==> config.mk <==
export PLATFORM = sky130hd
export DESIGN_NAME = rc4_decrypt_core
export DESIGN_NICKNAME = d
export VERILOG_FILES = /design/src/rtl/rc4_pkg.sv /design/src/rtl/rc4_char_check.sv /design/src/rtl/rc4_decrypt_core.sv
export SDC_FILE = /design/constraint.sdc
export NUM_CORES = 1
export LEC_CHECK = 0
export BUFFER_PORTS_ARGS = -buffer_cell sky130_fd_sc_hd__clkbuf_2
export CORE_MARGIN = 2
export CORE_UTILIZATION = 59
export DETAILED_ROUTE_END_ITERATION = 16
export HOLD_SLACK_MARGIN = 0.1
export PLACE_DENSITY = 0.87
export RECOVER_POWER = 50
export SETUP_SLACK_MARGIN = 0.02
export SLEW_MARGIN = 20
export SYNTH_ARGS = -nofsm -noshare
export SYNTH_HDL_FRONTEND = slang
export SYNTH_SLANG_ARGS = --single-unit
==> constraint.sdc <==
create_clock -name clk -period 4.5 [get_ports clk]
set_clock_uncertainty 0.15 [all_clocks]
set_input_delay 0.9 -clock clk [delete_from_list [all_inputs] [get_ports clk]]
set_output_delay 0.9 -clock clk [all_outputs]
set_load 0.02 [all_outputs]
==> src/rtl/rc4_pkg.sv <==
// Shared RC4 definitions: FSM state encoding, S-memory ownership codes and
// the character-class constants used by the plaintext check.
package rc4_pkg;

  typedef enum logic [3:0] {
    ST_IDLE   = 4'd0,
    ST_SET_I  = 4'd1,
    ST_WAIT_I = 4'd2,
    ST_CAP_I  = 4'd3,
    ST_WAIT_J = 4'd4,
    ST_CAP_J  = 4'd5,
    ST_WR_J   = 4'd6,
    ST_SET_F  = 4'd7,
    ST_WAIT_F = 4'd8,
    ST_CAP_F  = 4'd9,
    ST_NEXT   = 4'd10,
    ST_DONE   = 4'd11
  } rc4_state_e;

  // Who currently drives the shared S memory.
  localparam logic [1:0] MEM_SEL_NONE = 2'b00;
  localparam logic [1:0] MEM_SEL_KSA  = 2'b01;
  localparam logic [1:0] MEM_SEL_PRGA = 2'b10;

  // Accepted plaintext alphabet: lower-case letters and space.
  localparam logic [7:0] CHAR_SPACE = 8'h20;
  localparam logic [7:0] CHAR_A     = 8'h61;
  localparam logic [7:0] CHAR_Z     = 8'h7A;

  // True when the byte belongs to the accepted alphabet.
  function automatic logic is_text_char(input logic [7:0] b);
    return (b == CHAR_SPACE) || ((b >= CHAR_A) && (b <= CHAR_Z));
  endfunction

endpackage

==> src/rtl/rc4_char_check.sv <==
// Combinational plaintext classifier: ok is high for a-z or space.
module rc4_char_check
  import rc4_pkg::*;
(
  input  logic [7:0] data,
  output logic       ok
);

  assign ok = is_text_char(data);

endmodule

==> src/rtl/rc4_decrypt_core.sv <==
// RC4 PRGA keystream generator and decryptor. Walks the already-shuffled S
// memory with i/j, swaps entries, XORs each keystream byte with the encrypted
// ROM byte and writes the plaintext to RAM. Optionally aborts on the first
// byte outside {a-z, space} so a key search can move on quickly.
module rc4_decrypt_core
  import rc4_pkg::*;
#(
  parameter int         MSG_LEN      = 32,
  parameter int         ADDR_W       = 5,
  parameter bit         CHECK_ASCII  = 1'b1,
  parameter logic [1:0] MEM_SEL_CODE = MEM_SEL_PRGA
) (
  input  logic              clk,
  input  logic              rst_n,
  input  logic              start,
  output logic              done,
  output logic              key_valid,
  output logic [1:0]        mem_sel,
  output logic [7:0]        s_addr,
  output logic [7:0]        s_wdata,
  output logic              s_wen,
  input  logic [7:0]        s_q,
  output logic [ADDR_W-1:0] rom_addr,
  input  logic [7:0]        rom_q,
  output logic [ADDR_W-1:0] ram_addr,
  output logic [7:0]        ram_wdata,
  output logic              ram_wen
);

  localparam logic [ADDR_W-1:0] LAST_K = ADDR_W'(MSG_LEN - 1);

  rc4_state_e        state_r;
  logic [7:0]        i_r;
  logic [7:0]        j_r;
  logic [7:0]        si_r;
  logic [7:0]        sj_r;
  logic [ADDR_W-1:0] k_r;

  logic [7:0] plain_s;
  logic       char_ok_s;
  logic       reject_s;

  // Plaintext is formed directly from the two memory read ports in CAP_F.
  assign plain_s  = s_q ^ rom_q;
  assign reject_s = CHECK_ASCII && !char_ok_s;

  rc4_char_check u_char_check (
    .data (plain_s),
    .ok   (char_ok_s)
  );

  // Sequencer and datapath: ten states per message byte, all outputs registered.
  always_ff @(posedge clk) begin
    if (!rst_n) begin
      state_r   <= ST_IDLE;
      i_r       <= 8'd0;
      j_r       <= 8'd0;
      si_r      <= 8'd0;
      sj_r      <= 8'd0;
      k_r       <= '0;
      done      <= 1'b0;
      key_valid <= 1'b0;
      mem_sel   <= MEM_SEL_NONE;
      s_addr    <= 8'd0;
      s_wdata   <= 8'd0;
      s_wen     <= 1'b0;
      rom_addr  <= '0;
      ram_addr  <= '0;
      ram_wdata <= 8'd0;
      ram_wen   <= 1'b0;
    end else begin
      case (state_r)
        ST_IDLE, ST_DONE: begin
          // DONE releases S memory; a start from either state begins afresh.
          mem_sel <= MEM_SEL_NONE;
          if (start) begin
            i_r       <= 8'd0;
            j_r       <= 8'd0;
            k_r       <= '0;
            done      <= 1'b0;
            key_valid <= 1'b0;
            mem_sel   <= MEM_SEL_CODE;
            state_r   <= ST_SET_I;
          end
        end
        ST_SET_I: begin
          i_r     <= i_r + 8'd1;
          s_addr  <= i_r + 8'd1;
          state_r <= ST_WAIT_I;
        end
        ST_WAIT_I: begin
          state_r <= ST_CAP_I;
        end
        ST_CAP_I: begin
          si_r    <= s_q;
          j_r     <= j_r + s_q;
          s_addr  <= j_r + s_q;
          state_r <= ST_WAIT_J;
        end
        ST_WAIT_J: begin
          state_r <= ST_CAP_J;
        end
        ST_CAP_J: begin
          // First half of the swap: S[i] <= S[j].
          sj_r    <= s_q;
          s_addr  <= i_r;
          s_wdata <= s_q;
          s_wen   <= 1'b1;
          state_r <= ST_WR_J;
        end
        ST_WR_J: begin
          // Second half of the swap: S[j] <= old S[i]. i==j needs no special case.
          s_addr  <= j_r;
          s_wdata <= si_r;
          s_wen   <= 1'b1;
          state_r <= ST_SET_F;
        end
        ST_SET_F: begin
          // The sum is swap-invariant, so pre-swap si/sj give the right index.
          s_wen    <= 1'b0;
          s_addr   <= si_r + sj_r;
          rom_addr <= k_r;
          state_r  <= ST_WAIT_F;
        end
        ST_WAIT_F: begin
          state_r <= ST_CAP_F;
        end
        ST_CAP_F: begin
          if (reject_s) begin
            key_valid <= 1'b0;
            done      <= 1'b1;
            state_r   <= ST_DONE;
          end else begin
            ram_addr  <= k_r;
            ram_wdata <= plain_s;
            ram_wen   <= 1'b1;
            state_r   <= ST_NEXT;
          end
        end
        ST_NEXT: begin
          ram_wen <= 1'b0;
          if (k_r == LAST_K) begin
            key_valid <= 1'b1;
            done      <= 1'b1;
            state_r   <= ST_DONE;
          end else begin
            k_r     <= k_r + ADDR_W'(1);
            state_r <= ST_SET_I;
          end
        end
        default: begin
          s_wen   <= 1'b0;
          ram_wen <= 1'b0;
          state_r <= ST_IDLE;
        end
      endcase
    end
  end

endmodule

# [Word-level counts from Yosys, hierarchy flattened]
# Cells that the tools add are included.
[classes] add_sub_neg=4 n_mul=0 div_mod_pow=0 order_cmp=2 n_eq_ne=18 n_shift=0 n_mux=22 n_bitwise=2 n_reduce_logical=19
[op_table] op="one-hot mux 8 bit (2 select lines)" count=3
[op_table] op="one-hot mux 4 bit (11 select lines)" count=1
[op_table] op="one-hot mux 8 bit (5 select lines)" count=1
[op_table] op="adder 8 bit" count=2
[op_table] op="equality test 4 x 3 -> 1 bit (second input constant)" count=4
[op_table] op="equality test 4 bit (second input constant)" count=4
[op_table] op="two-way mux 5 bit" count=2
[op_table] op="inequality test 2 bit (second input constant)" count=5
[op_table] op="one-hot mux 5 bit (2 select lines)" count=1
[op_table] op="OR reduction 10 bit" count=1
[op_table] op="OR reduction 9 bit" count=1
[op_table] op="adder 8 x 1 -> 8 bit (second input constant)" count=1
[op_table] op="equality test 4 x 2 -> 1 bit (second input constant)" count=2
[op_table] op="equality test 8 x 6 -> 1 bit (second input constant)" count=1
[op_table] op=">= comparator 8 x 7 -> 1 bit (second input constant)" count=1
[op_table] op="less-or-equal comparator 8 x 7 -> 1 bit (second input constant)" count=1
[op_table] op="two-way mux 4 bit" count=2
[op_table] op="two-way mux 8 bit" count=1
[op_table] op="AND reduction 2 bit" count=4
[op_table] op="nonzero test 2 bit" count=4
[op_table] op="XOR 8 bit" count=1
[op_table] op="two-way mux 1 bit" count=6
[op_table] op="one-hot mux 1 bit (3 select lines)" count=2
[op_table] op="adder 5 x 1 -> 5 bit (second input constant)" count=1
[op_table] op="other kinds (13)" count=15
[totals] regBits=81 latchBits=0 ramBits=0 romBits=0 in_bits=19 out_inout_bits=40 word_cells=83 mem_count=0

# [Depth between registers and ports, before layout]
[logic_depth] depth_word=6 ltp_mapped=8 depth_no_buf=8

# [By module]
# A second synthesis with hierarchy kept.
[unflattened] hier_cells=544 area_unflattened_um2=4342.9
[by_module_without_submodules] module="rc4_decrypt_core" n_inst=1 cells_per_inst=535 area_each_um2=4285.4 seq_area_each_um2=1601.5
[by_module_without_submodules] module="rc4_char_check" n_inst=1 cells_per_inst=9 area_each_um2=57.6 seq_area_each_um2=0.0

# [Least setup slack after synthesis]
# Ideal clock, no wire load.
[synth_timing] kind="input to register" startpoint="input port s_q[0]" endpoint="register j_r[6]" setup_time_ps=130 arrival_time_ps=2333 setup_slack_ps=1887 stages=7 n_path_buf=0 cell_sequence="ha_1 -> fa_1 -> a211oi_1 -> o21bai_1 -> a21oi_1 -> xor2_1 -> o31ai_1"
[synth_between] elab_chain_len=2
[synth_rtl] element="start, declared" line="rc4_decrypt_core.sv:22" rtl="input logic [7:0] s_q,"
[synth_rtl] element="adder 8 bit" line="rc4_decrypt_core.sv:96" rtl="j_r <= j_r + s_q;"
[synth_rtl] element="one-hot mux 8 bit (2 select lines)" line="rc4_decrypt_core.sv:72" rtl="case (state_r)"
[synth_rtl] element="end signal, assigned" line="rc4_decrypt_core.sv:96"
[synth_rtl] element="end, declared" line="rc4_decrypt_core.sv:34" rtl="logic [7:0] j_r;"
# No other way between the ends.
# A chain may end at the register's enable or synchronous reset.

# [Worst setup path in the final report]
[layout_timing] startpoint="register state_r[1]" endpoint="register s_addr[5]"
[layout_between] elab_chain_len=2
[layout_rtl] element="start, declared" line="rc4_decrypt_core.sv:32" rtl="rc4_state_e state_r;"
[layout_rtl] element="start signal, assigned" line="rc4_decrypt_core.sv:55" rtl="state_r <= ST_IDLE;"
[layout_rtl] element="start signal, assigned" line="rc4_decrypt_core.sv:83" rtl="state_r <= ST_SET_I;"
[layout_rtl] element="start signal, assigned" line="rc4_decrypt_core.sv:89" rtl="state_r <= ST_WAIT_I;"
[layout_rtl] element="equality test 4 x 3 -> 1 bit (tied with other cells)" line="rc4_decrypt_core.sv:72"
[layout_rtl] element="one-hot mux 8 bit (5 select lines) / nonzero test 5 bit (equally long branches)"
[layout_rtl] element="end signal, assigned" line="rc4_decrypt_core.sv:88" rtl="s_addr <= i_r + 8'd1;"
[layout_rtl] element="end signal, assigned" line="rc4_decrypt_core.sv:97" rtl="s_addr <= j_r + s_q;"
[layout_rtl] element="end signal, assigned" line="rc4_decrypt_core.sv:106" rtl="s_addr <= i_r;"
[layout_rtl] element="end, declared" line="rc4_decrypt_core.sv:19" rtl="output logic [7:0] s_addr,"
# Several ways; a longest one is shown, not always the timed one.

==> flow_metrics.env <==
export IMPL_relSlewSlack_pct=-21.34
export IMPL_cts_resized=0
export IMPL_setup_tns_ps=0
export IMPL_vias_per_cell=6.478
export IMPL_cts_tree="yes"
export IMPL_place_inst=723
export IMPL_min_path_type="reg -> reg"
export IMPL_synth_nets=630
export IMPL_ys_flop_type="dfxtp_1"
export IMPL_synth_cells=592
export IMPL_hold_viol=0
export IMPL_via_count=4781
export IMPL_ant_nets=0
export IMPL_holdWs_ps=290.4
export IMPL_startpoint_type="flop"
export IMPL_finalSetupViolCount=0
export IMPL_async_reset_ff_share_pct=0
export IMPL_firstDrtPassIters=5
export IMPL_clkSinkCount=80
export IMPL_cap_violations=1
export IMPL_grt_pass1_vias=4404
export IMPL_io_pins=59
export IMPL_synth_top_cells_by_count="dfxtp_1, nand2_1, a21oi_1"
export IMPL_nets=670
export IMPL_dp_hpwl_microns=9478
export IMPL_grt_util_all_layers_pct=32.29
export IMPL_period_share_pct=79.82
export IMPL_drt_wl_total_microns=13560
export IMPL_ctsHoldBuffers=0
export IMPL_die_w_microns=92.35
export IMPL_path_clk_slew_ps=90
export IMPL_drtIter0Drc=589
export IMPL_cp_max_fo=23
export IMPL_synth_yosys_seq_area_share_pct=34.77
export IMPL_cts_htree_levels=3
export IMPL_ir_drop_mv=0.2044
export IMPL_start_util_pct=60.23
export IMPL_worstMarginPinSlew_ps=1820
export IMPL_post_cts_setup_buffers=0
export IMPL_port_buffers=57
export IMPL_leakage_nw=1.909
export IMPL_wl_per_cell_microns=18.37
export IMPL_grt_max_degree=45
export IMPL_fp_row_count=32
export IMPL_synth_most_common_cell="dfxtp_1"
export IMPL_cts_buffer_depth=2
export IMPL_cts_buffers=9
export IMPL_fmax_mhz=278.4
export IMPL_slew_violations=41
export IMPL_violations="max-capacitance violations, max-slew violations"
export IMPL_grt_pass1_wl_microns=21770
export IMPL_synth_area_leaders="dfxtp_1, a21oi_1, o21ai_0, nand2_1, ha_1"
export IMPL_p_per_area_nw_per_um2=336.8
export IMPL_synthesis_area_sq_um=4606
export IMPL_crit_type="reg -> reg"
export IMPL_critPathArrivalTime_ps=3710
export IMPL_diodes=0
export IMPL_core_area_sq_um=7647
export IMPL_gp_congestion=0.9386
export IMPL_insertion_delay_ps=370
export IMPL_drive_gt1_share_pct=7.233
export IMPL_crit_path_end_kind="flop"
export IMPL_status="finished, violations left"
export IMPL_synth_seq_cells=80
export IMPL_dieArea_sq_um=8529
export IMPL_synth_edf_count=0
export IMPL_antenna_found_initial=0
export IMPL_cts_root_buf="clkbuf_8"
export IMPL_instances_no_fill=738
export IMPL_dieHeight_microns=92.35
export IMPL_area_growth_pct=10.24
export IMPL_synth_top_cell_area_share_pct=34.77
export IMPL_required_ps=4620
export IMPL_yosysTopAreaCell="dfxtp_1"
export IMPL_drc_errors=0
export IMPL_ys_types=65
export IMPL_grt_overflow_total=0
export IMPL_period_minus_slack_ps=3592
export IMPL_yosysWarningCount=0
export IMPL_syn_avg_cell_area_sq_um=7.780
export IMPL_rsz0062_at_grt="no"
## metal layers
layer | up-vias | global-route usage (%) | routed length, microns
li1 | 2216 | - | -
met1 | 2280 | 43.64 | 5491
met2 | 254 | 52.43 | 6434
met3 | 31 | 5.696 | 1363
met4 | 0 | 10.70 | 271
met5 | - | 0 | 0
## cells by family after synthesis
group	count (synthesis)	synth area share [%]
XOR/XNOR	24	4.564
AND/OR/NAND/NOR	207	21.24
buffers and inverters	47	4.727
other	1	0.08142
multiplexers	6	1.630
AO/OA/AOI/OAI	208	27.49
adder cells (fa/ha/maj)	19	5.488
flip-flops	80	34.77
## critical path, stage by stage (launching register included)
cell,delay [ps]
dfxtp_1,630
clkbuf_1,870
nand2_1,390
nor3_1,230
clkbuf_1,670
nand2_1,220
a311oi_1,330
## state kept, by name (all words and copies together), names as in the netlist, 4 cells and up
register / flops
i_r: 8
j_r: 8
ram_wdata: 8
s_addr: 8
s_wdata: 8
si_r: 8
sj_r: 8
k_r: 5
ram_addr: 5
rom_addr: 5
state_r: 4
## worst paths after layout
kind / from / end / slack, ps / depth (start not counted)
worst max-delay path: state_r[1] / s_addr[5] / 910 / 6
worst min-delay path: ram_wdata[7] / ram_wdata[7] / 290 / 2
worst min register to register: ram_wdata[7] / ram_wdata[7] / 290 / 2
worst max register to register: state_r[1] / s_addr[5] / 910 / 6
## where the power goes
group | internal, mW | switching (mW)
logic | 0.0955 | 0.206
registers | 0.730 | 0.0213
clock network | 0.370 | 0.286
total | 1.20 | 0.514
## stage by stage
| stage | area, sq um | power [mW] | util (%) | setup WS, ps |
|---|---|---|---|---|
| final | 5077 | 1.710 | 66.39 | 908.2 |
| after global routing | 5077 | 1.770 | 66.39 | 723.0 |
| after CTS | 5146 | 1.710 | 67.29 | 1684 |
| after detailed placement | 4906 | 1.066 | 64.15 | 1539 |
| after global placement | 4906 | 1.057 | 64.15 | 1609 |
| after floorplan | 4606 | 0.9801 | - | 1887 |
## cell type report
type	count	area, sq um
multi-input cells	465	2781
fillers	694	2570
flip-flops and latches	80	1602
repair buffers	66	289.0
well taps	102	127.6
clock buffers	9	123.9
clock inverters	6	116.4
inverters	10	37.54
## placed cells by master, fill, tap and decap left out, types with 4 or more instances in the layout
cell	Yosys	final
clkbuf_2	1	18
clkbuf_8	0	9
a22oi_1	6	6
buf_4	5	5
ha_1	17	17
nor3_1	12	13
dfxtp_1	80	80
inv_1	9	9
a311oi_1	7	7
and3_1	5	5
or3_1	5	5
clkbuf_1	21	43
o211a_1	4	4
o21ai_0	60	60
xnor2_1	10	10
o22ai_1	4	4
nand3b_1	6	6
xor2_1	14	14
a21o_1	6	6
a21oi_1	70	70
nand2_1	74	74
o221ai_1	4	4
nand3_1	21	21
o21a_1	4	4
nand4_1	4	4
nor2b_1	7	7
nor2_1	52	52
nand2b_1	7	7
a211oi_1	15	15
a31oi_1	6	6
(Power assumes the default switching activity.)
